**config.mk**
```make
export PLATFORM = sky130hd
export DESIGN_NAME = conv_control_unit
export DESIGN_NICKNAME = d
export VERILOG_FILES = /design/src/rtl/conv_control_unit.sv
export SDC_FILE = /design/constraint.sdc
export NUM_CORES = 1
export LEC_CHECK = 0
export ABC_AREA = 1
export CORE_MARGIN = 2
export CORE_UTILIZATION = 60
export CTS_CLUSTER_DIAMETER = 150
export CTS_CLUSTER_SIZE = 16
export DETAILED_ROUTE_END_ITERATION = 10
export HOLD_SLACK_MARGIN = 0.15
export PLACE_DENSITY = 0.87
export SETUP_SLACK_MARGIN = 0.15
export SYNTH_ARGS = -nofsm -noshare
export SYNTH_HDL_FRONTEND = slang
export SYNTH_SLANG_ARGS = --single-unit
```
**constraint.sdc**
```tcl
create_clock -name clk -period 8.21 [get_ports clk]
set_clock_uncertainty 0.15 [all_clocks]
set_input_delay 1.642 -clock clk [delete_from_list [all_inputs] [get_ports clk]]
set_output_delay 1.642 -clock clk [all_outputs]
set_load 0.01 [all_outputs]
```
**src/rtl/conv_control_unit.sv**
```systemverilog
// -----------------------------------------------------------------------------
// conv_control_unit
//   Layer sequencer for a convolution datapath. One start pulse runs a layer
//   through four phases:
//     IDLE -> LOAD_KERNEL -> STREAM -> DRAIN -> DONE -> IDLE
//   LOAD_KERNEL : counts Channel_size kernel BRAM words.
//   STREAM      : walks the input image (col, then row, then channel) once per
//                 accepted input beat and advances the output BRAM A address.
//   DRAIN       : counts Image_size^2/4 output beats on BRAM B.
//   DONE        : one-cycle done pulse.
//
// Ports
//   clk, reset                 clock, synchronous active-high reset
//   start                      layer start, sizes sampled in the same cycle
//   Image_size / Channel_size  layer geometry (8 / 9 bits)
//   kernel_wr_valid            one kernel word written this cycle
//   in_fire / out_fire         accepted input / output stream beats
//   Load_kernel_BRAM           high while kernel words are being loaded
//   kernel_BRAM_counter_out    kernel word index, then channel index
//   window_BRAM_counter_out    low 7 bits of the column counter
//   a_/b_output_BRAM_counter_out  output BRAM addresses
//   in_row_counter / in_col_counter  current input pixel position
//   busy, done, cfg_err        status (all registered)
//
// Build option
//   CONV_CTRL_ERR_EN : reject starts with unsupported sizes and flag cfg_err.
//                      Without it, cfg_err is held 0 and sizes are used as given.
// -----------------------------------------------------------------------------
module conv_control_unit (
  input  logic        clk,
  input  logic        reset,
  input  logic        start,
  input  logic [7:0]  Image_size,
  input  logic [8:0]  Channel_size,
  input  logic        kernel_wr_valid,
  input  logic        in_fire,
  input  logic        out_fire,
  output logic        Load_kernel_BRAM,
  output logic [7:0]  kernel_BRAM_counter_out,
  output logic [6:0]  window_BRAM_counter_out,
  output logic [13:0] a_output_BRAM_counter_out,
  output logic [13:0] b_output_BRAM_counter_out,
  output logic [7:0]  in_row_counter,
  output logic [7:0]  in_col_counter,
  output logic        busy,
  output logic        done,
  output logic        cfg_err
);

  typedef enum logic [2:0] {
    S_IDLE   = 3'd0,
    S_LOAD   = 3'd1,
    S_STREAM = 3'd2,
    S_DRAIN  = 3'd3,
    S_DONE   = 3'd4
  } state_e;

  state_e      state_q, state_d;
  logic [7:0]  img_q, img_d;
  logic [8:0]  ch_q, ch_d;
  logic [7:0]  kcnt_q, kcnt_d;
  logic [7:0]  row_q, row_d;
  logic [7:0]  col_q, col_d;
  logic [13:0] a_q, a_d;
  logic [13:0] b_q, b_d;
  logic        err_q, err_d;
  logic        load_q, busy_q, done_q;

  logic [14:0] sq_s;
  logic [14:0] a_last_s;
  logic [14:0] b_last_s;
  logic [8:0]  ch_last_s;
  logic [7:0]  img_last_s;
  logic        cfg_ok_s;

`ifdef CONV_CTRL_ERR_EN
  function automatic logic sizes_legal(input logic [7:0] img, input logic [8:0] ch);
    logic img_ok;
    logic ch_ok;
    case (img)
      8'd4, 8'd8, 8'd16, 8'd32, 8'd64, 8'd128: img_ok = 1'b1;
      default:                                 img_ok = 1'b0;
    endcase
    case (ch)
      9'd64, 9'd128, 9'd256: ch_ok = 1'b1;
      default:               ch_ok = 1'b0;
    endcase
    return img_ok & ch_ok;
  endfunction

  assign cfg_ok_s = sizes_legal(Image_size, Channel_size);
`else
  assign cfg_ok_s = 1'b1;
`endif

  // Image_size^2 reaches 16384, so the product is formed in 15 bits before
  // any terminal-count compare against the 14-bit address counters.
  assign sq_s       = {7'd0, img_q} * {7'd0, img_q};
  assign a_last_s   = sq_s - 15'd1;
  assign b_last_s   = (sq_s >> 2) - 15'd1;
  assign ch_last_s  = ch_q - 9'd1;
  assign img_last_s = img_q - 8'd1;

  // Next-state and next-counter logic for the layer sequencer.
  always_comb begin
    state_d = state_q;
    img_d   = img_q;
    ch_d    = ch_q;
    kcnt_d  = kcnt_q;
    row_d   = row_q;
    col_d   = col_q;
    a_d     = a_q;
    b_d     = b_q;
    err_d   = err_q;
    case (state_q)
      S_IDLE: begin
        if (start) begin
          if (cfg_ok_s) begin
            img_d   = Image_size;
            ch_d    = Channel_size;
            kcnt_d  = 8'd0;
            row_d   = 8'd0;
            col_d   = 8'd0;
            a_d     = 14'd0;
            b_d     = 14'd0;
            err_d   = 1'b0;
            state_d = S_LOAD;
          end else begin
            err_d = 1'b1;
          end
        end
      end
      S_LOAD: begin
        if (kernel_wr_valid) begin
          // Last kernel word: counter restarts as the channel index for STREAM.
          if ({1'b0, kcnt_q} == ch_last_s) begin
            kcnt_d  = 8'd0;
            state_d = S_STREAM;
          end else begin
            kcnt_d = kcnt_q + 8'd1;
          end
        end
      end
      S_STREAM: begin
        if (in_fire) begin
          if ({1'b0, a_q} == a_last_s) begin
            a_d = 14'd0;
          end else begin
            a_d = a_q + 14'd1;
          end
          if (col_q == img_last_s) begin
            col_d = 8'd0;
            if (row_q == img_last_s) begin
              row_d  = 8'd0;
              kcnt_d = kcnt_q + 8'd1;
              if ({1'b0, kcnt_q} == ch_last_s) begin
                state_d = S_DRAIN;
              end
            end else begin
              row_d = row_q + 8'd1;
            end
          end else begin
            col_d = col_q + 8'd1;
          end
        end
      end
      S_DRAIN: begin
        if (out_fire) begin
          b_d = b_q + 14'd1;
          if ({1'b0, b_q} == b_last_s) begin
            state_d = S_DONE;
          end
        end
      end
      S_DONE: begin
        state_d = S_IDLE;
      end
      default: begin
        state_d = S_IDLE;
      end
    endcase
  end

  // State, counter and registered-status flops; flags follow the next state so
  // they line up with the state register.
  always_ff @(posedge clk) begin
    if (reset) begin
      state_q <= S_IDLE;
      img_q   <= 8'd0;
      ch_q    <= 9'd0;
      kcnt_q  <= 8'd0;
      row_q   <= 8'd0;
      col_q   <= 8'd0;
      a_q     <= 14'd0;
      b_q     <= 14'd0;
      err_q   <= 1'b0;
      load_q  <= 1'b0;
      busy_q  <= 1'b0;
      done_q  <= 1'b0;
    end else begin
      state_q <= state_d;
      img_q   <= img_d;
      ch_q    <= ch_d;
      kcnt_q  <= kcnt_d;
      row_q   <= row_d;
      col_q   <= col_d;
      a_q     <= a_d;
      b_q     <= b_d;
      err_q   <= err_d;
      load_q  <= (state_d == S_LOAD);
      busy_q  <= (state_d != S_IDLE);
      done_q  <= (state_d == S_DONE);
    end
  end

  assign Load_kernel_BRAM          = load_q;
  assign kernel_BRAM_counter_out   = kcnt_q;
  assign window_BRAM_counter_out   = col_q[6:0];
  assign a_output_BRAM_counter_out = a_q;
  assign b_output_BRAM_counter_out = b_q;
  assign in_row_counter            = row_q;
  assign in_col_counter            = col_q;
  assign busy                      = busy_q;
  assign done                      = done_q;
  assign cfg_err                   = err_q;

endmodule

```
Word-level counts from Yosys, hierarchy flattened
Index checks and enable logic that the tools add are counted.

storage, ports and cells
  register bits after elaboration = 75
  input port bits = 23
  output and inout port bits = 63
  word-level logic and storage cells = 77

operators by class
  add/sub/neg operators = 9
  equal/unequal tests = 16
  reductions and logical operators = 10
  multiplexer cells = 30
  multipliers = 1

operators with widths
  kind                                                 count
  two-way mux 8 bit                                    11
  two-way mux 14 bit                                   4
  one-hot mux 14 bit (2 select lines)                  2
  one-hot mux 8 bit (2 select lines)                   2
  == test 14 x 15 -> 1 bit                             2
  adder 14 x 1 -> 14 bit (second input constant)       2
  two-way mux 3 bit                                    9
  adder 8 x 1 -> 8 bit (second input constant)         3
  one-hot mux 8 bit (3 select lines)                   1
  == test 8 bit                                        2
  multiplier 8 x 8 -> 15 bit                           1
  subtractor 15 x 1 -> 15 bit (second input constant)  1
  subtractor 13 x 1 -> 14 bit (second input constant)  1
  != test 2 bit (second input constant)                6
  one-hot mux 3 bit (4 select lines)                   1
  == test 8 x 9 -> 1 bit                               1
  subtractor 9 x 1 -> 9 bit (second input constant)    1
  subtractor 8 x 1 -> 8 bit (second input constant)    1
  == test 3 x 1 -> 1 bit (second input constant)       2
  == test 3 x 2 -> 1 bit (second input constant)       2
  AND reduction 3 bit                                  2
  AND reduction 6 bit                                  1
  nonzero test 3 bit                                   2
  AND reduction 4 bit                                  1
  4 further kinds                                      5

Logic depth before layout (Yosys ltp)
  depth after elaboration = 8
  depth in mapped cells = 33
  mapped depth without buffers = 32

Worst setup path before layout
No wires, ideal clock.

  path type = reg2reg
  start point = register img_q[2]
  end point = register a_q[10] (netlist: a_output_BRAM_counter_out[10])
  slack = 3407 ps
  period minus slack after synthesis = 4803 ps
  arrival = 4513 ps
  library setup time = 140 ps
  stages on the path, launching flop included = 26
  path through = dfxtp_1 > buf_6 > nand2_1 > fa_1 > fa_1 > fa_1 > fa_1 > inv_1 > ha_1 > nand2_1 > clkinv_1 > nand3_2 > nand2_2 > nand2_2 > nand2_4 > nor2_8 > nand3_1 > nor2_1 > nand2_1 > nand2_1 > o21ai_1 > nor2_1 > nand3_2 > buf_6 > nand3_2 > a21oi_2

on the way
  longest elaborated chain between the ends = 6

RTL lines
  what                                 RTL line  source
  start, declared                      59        logic [7:0] img_q, img_d;
  start signal, assigned               202       img_q <= img_d;
  multiplier 8 x 8 -> 15 bit           98        assign sq_s = {7'd0, img_q} * {7'd0, img_q};
  subtractor 15 x 1 -> 15 bit          99        assign a_last_s = sq_s - 15'd1;
  == test 14 x 15 -> 1 bit             146       if ({1'b0, a_q} == a_last_s) begin
  two-way mux 14 bit                   146
  two-way mux 14 bit                   145       if (in_fire) begin
  one-hot mux 14 bit (2 select lines)  115       case (state_q)
  end signal, assigned                 194       a_q <= 14'd0;
  end signal, assigned                 207       a_q <= a_d;
  end, declared                        64        logic [13:0] a_q, a_d;

Every way passes these cells. The select of a mux whose other input is x is not followed.
A chain may end at the register's enable or synchronous reset.

Final worst setup path
  start point = register img_q[2]
  end point = register busy_q (netlist: busy)

on the way
  longest elaborated chain between the ends = 7

RTL lines
  what                                                                            RTL line  source
  multiplier 8 x 8 -> 15 bit / subtractor 8 x 1 -> 8 bit (equally long branches)  98, 102
  subtractor 13 x 1 -> 14 bit / == test 8 bit (equally long branches)             100, 153
  == test 14 x 15 -> 1 bit / two-way mux 3 bit (equally long branches)            170, 153
  two-way mux 3 bit, on equally long branches                                     170, 151
  two-way mux 3 bit, on equally long branches                                     168, 145
  one-hot mux 3 bit (4 select lines) (*)                                          115
  nonzero test 3 bit (*)                                                          211       busy_q <= (state_d != S_IDLE);
  end signal, assigned                                                            211
  end, declared                                                                   67        logic load_q, busy_q, done_q;

Every way passes the cells marked *; elsewhere a longest branch is shown, timed or not.

==> flow_summary.json <==
{
  "vias": 7259,
  "syn-cell-area_um2": 7270,
  "syn_avg_cell_area_um2": 6.57,
  "placedCellCount": 1306,
  "nets": 1254,
  "tns_ps": 0,
  "port_buffers": 84,
  "cts.sink_count": 75,
  "end_kind": "register",
  "dr.pass1.iters": 7,
  "cts_tree": "done",
  "final_cell_count_no_fill": 1322,
  "grt_max_degree": 36,
  "grt_overflow": 0,
  "die_y_um": 114,
  "initial_utilization": 0.611,
  "antenna_found_initial": 0,
  "rr_worst_depth": 25,
  "drt_wl_total_mm": 18.4,
  "place.detailed.hpwl_mm": 14.1,
  "htree_levels": 3,
  "rrSetupSlack_ps": 2480,
  "clockBufferDepth": 2,
  "synth_edf_count": 0,
  "cp-start-kind": "register",
  "powerDensity_nw_per_um2": 153,
  "grt_pass1_wl_mm": 31.7,
  "setup_viol_count_final": 0,
  "drtAntennaViolNets": 0,
  "period_minus_slack_ps": 5730,
  "netlist-cell-type-count": 53,
  "ys.flop_type": "dfxtp_1",
  "drv_slew": 0,
  "rr_endpoint": "busy",
  "worstPathRequired_ps": 8300,
  "synth-seq-cells": 75,
  "rsz0062_at_grt": "false",
  "startpoint": "img_q[2]",
  "synthesis.nets": 1191,
  "first_iter_violations": 482,
  "async_flop_share": 0,
  "cts_root_buf": "clkbuf_16",
  "cts_resized": 0,
  "synth_area_leader_cell": "dfxtp_1",
  "critPathKind": "register to register",
  "insertion_delay_ps": 350,
  "fin_crit_sh": 0.698,
  "post_cts_buffers": 0,
  "gr-usage-all-layers": 0.299,
  "routed_via_density": 5.49,
  "critical_path_peak_fanout": 11,
  "max-vdd-ir-drop_uv": 128,
  "rows": 40,
  "yosysTopAreaCellShare": 0.206,
  "wl_per_cell_um": 13.9,
  "utilization": 0.701,
  "holdBufCountCts": 0,
  "pin_count": 86,
  "coreArea_um2": 11900,
  "grt_pass1_vias": 7021,
  "cts_buffers": 9,
  "synth.yosys.warnings": 0,
  "die_area_um2": 13000,
  "synthCells": 1107,
  "status": "complete, no violations",
  "clkTransAtPathRegs_ps": 60,
  "drive_above_1_share": 0.0911,
  "hold_class": "register to register",
  "max_freq_mhz": 174,
  "p_leak_nw": 3.89,
  "dieWidth_um": 114,
  "critPathArrivalTime_ps": 5820,
  "seq_area_frac_synth": 0.206,
  "diodes": 0,
  "hold_violations": 0,
  "drc_errors": 0,
  "maxSlewHeadroom": 0.478,
  "worst_slew_pin_slew_ps": 782,
  "drv_cap": 0,
  "synth_area_leaders": "dfxtp_1 (21%), nand2_1 (15%), inv_1 (8.4%), ha_1 (6.7%), fa_1 (6.1%)",
  "finalWeightedCongestion": 0.936,
  "r2r-start": "img_q[2]",
  "area_delta_synth_final_pct": 14.9,
  "cp-endpoint": "busy"
}
## metal layers
| metal | global-route usage | up-vias | part of all wire | routed length [um] |
|---|---|---|---|---|
| met5 | 0 | - | 0 | 0 |
| li1 | - | 3629 | - | - |
| met4 | 0.120 | 0 | 0.029 | 532 |
| met2 | 0.519 | 219 | 0.49 | 9010 |
| met3 | 0.0572 | 52 | 0.051 | 944 |
| met1 | 0.366 | 3359 | 0.43 | 7910 |
## layout by cell type, fill, tap and decap left out, types with 4 or more instances in the layout
cell,Yosys,routed
ha_1,39,39
nand3b_1,6,6
o21ai_1,5,5
nand2_2,15,15
nor2_2,7,7
nand3_2,15,15
nor3_1,17,17
nor2_1,91,91
inv_1,163,163
or2_2,4,4
o21ai_0,40,40
xor2_1,48,48
nand2_1,293,293
a21oi_2,10,10
a21oi_1,55,55
inv_2,15,15
dfxtp_1,75,75
nor3b_1,9,9
nor3_2,6,6
clkdlybuf4s50_1,0,84
nand3_1,69,69
nand4_1,26,26
clkbuf_16,0,9
xnor2_1,8,8
fa_1,22,22
## worst min-delay path by stage
| stage | start | endpoint | depth (start not counted) |
|---|---|---|---|
| 2_1_floorplan | ch_q[3] | ch_q[3] | 2 |
| 3_3_place_gp | in_col_counter[7] | in_col_counter[7] | 2 |
| 3_5_place_dp | in_col_counter[7] | in_col_counter[7] | 2 |
| 4_1_cts | in_col_counter[7] | in_col_counter[7] | 2 |
| 5_1_grt | in_col_counter[7] | in_col_counter[7] | 2 |
| 6_report | in_col_counter[7] | in_col_counter[7] | 2 |
## final cells by class
| cell class | instances | area, um^2 |
|---|---|---|
| multi-input combinational | 817 | 4860 |
| timing repair buffer | 85 | 848 |
| sequential | 75 | 1500 |
| tap | 147 | 184 |
| inverter | 182 | 689 |
| clock buffer | 10 | 229 |
| fill | 1034 | 3560 |
| clock inverter | 6 | 41.3 |
## per-stage QoR
| step | power (mW) | hold WS (ps) | instance area, um^2 | worst slack (ps) |
|---|---|---|---|---|
| floorplan | 0.802 | 314 | 7270 | 3410 |
| global placement | 0.890 | 324 | 8090 | 2600 |
| detailed placement | 0.904 | 340 | 8090 | 2530 |
| CTS | 1.27 | 355 | 8360 | 2500 |
| global route | 1.37 | 389 | 8360 | 2020 |
| finish | 1.28 | 354 | 8360 | 2480 |
## cells in the mapped netlist, types with 8 or more instances
cell type,number
o21ai_0,40
a21oi_1,55
clkbuf_1,11
nor2_1,91
a21oi_2,10
nand2_1,293
xor2_1,48
inv_2,15
fa_1,22
xnor2_1,8
nand3_1,69
nor3b_1,9
nor3_1,17
buf_4,12
nand4_1,26
nand3_2,15
dfxtp_1,75
nand2_2,15
ha_1,39
inv_1,163
## registers in the layout (all words and copies together) (netlist names), 3 cells and up
register	flops
a_output_BRAM_counter_out	14
b_output_BRAM_counter_out	14
ch_q	9
img_q	8
in_col_counter	8
in_row_counter	8
kernel_BRAM_counter_out	8
state_q	3
## logic make-up (layout without fill, tap and decap cells)
logic type	after synthesis	count (layout)	share of synthesized area
AND/OR/NAND/NOR	572	572	0.370
buffers and inverters	215	283	0.125
flip-flops	75	75	0.206
other	1	1	0.000516
adder cells (fa/ha/maj)	61	61	0.128
AO/OA/AOI/OAI	125	125	0.0981
XOR/XNOR	58	58	0.0719
## worst max-delay path, cell delays in order, from the launching register on
cell and delay (ps):
dfxtp_1 770, nand2_1 230, fa_1 530, fa_1 510, fa_1 510, fa_1 540
inv_1 50, ha_1 360, nand2_1 130, inv_1 40, nand2_1 50, nand2_1 70
inv_2 70, nand2_1 60, nand2_1 50, nand2_1 120, nor3_1 350, nand3_1 200
nand3_1 170, nand2_1 60, nor2_1 100, nand2_1 140, nand2_1 130, nand3_1 80
nand2_1 70, nand2_1 60
## report_power, final
group / switching [mW] / total, mW / internal (mW) / leakage [nW]
Clock: 0.168 / 0.372 / 0.205 / 0.125
Sequential: 0.0227 / 0.400 / 0.377 / 0.610
Combinational: 0.328 / 0.506 / 0.178 / 3.16
Power figures use the tool's default switching activity.
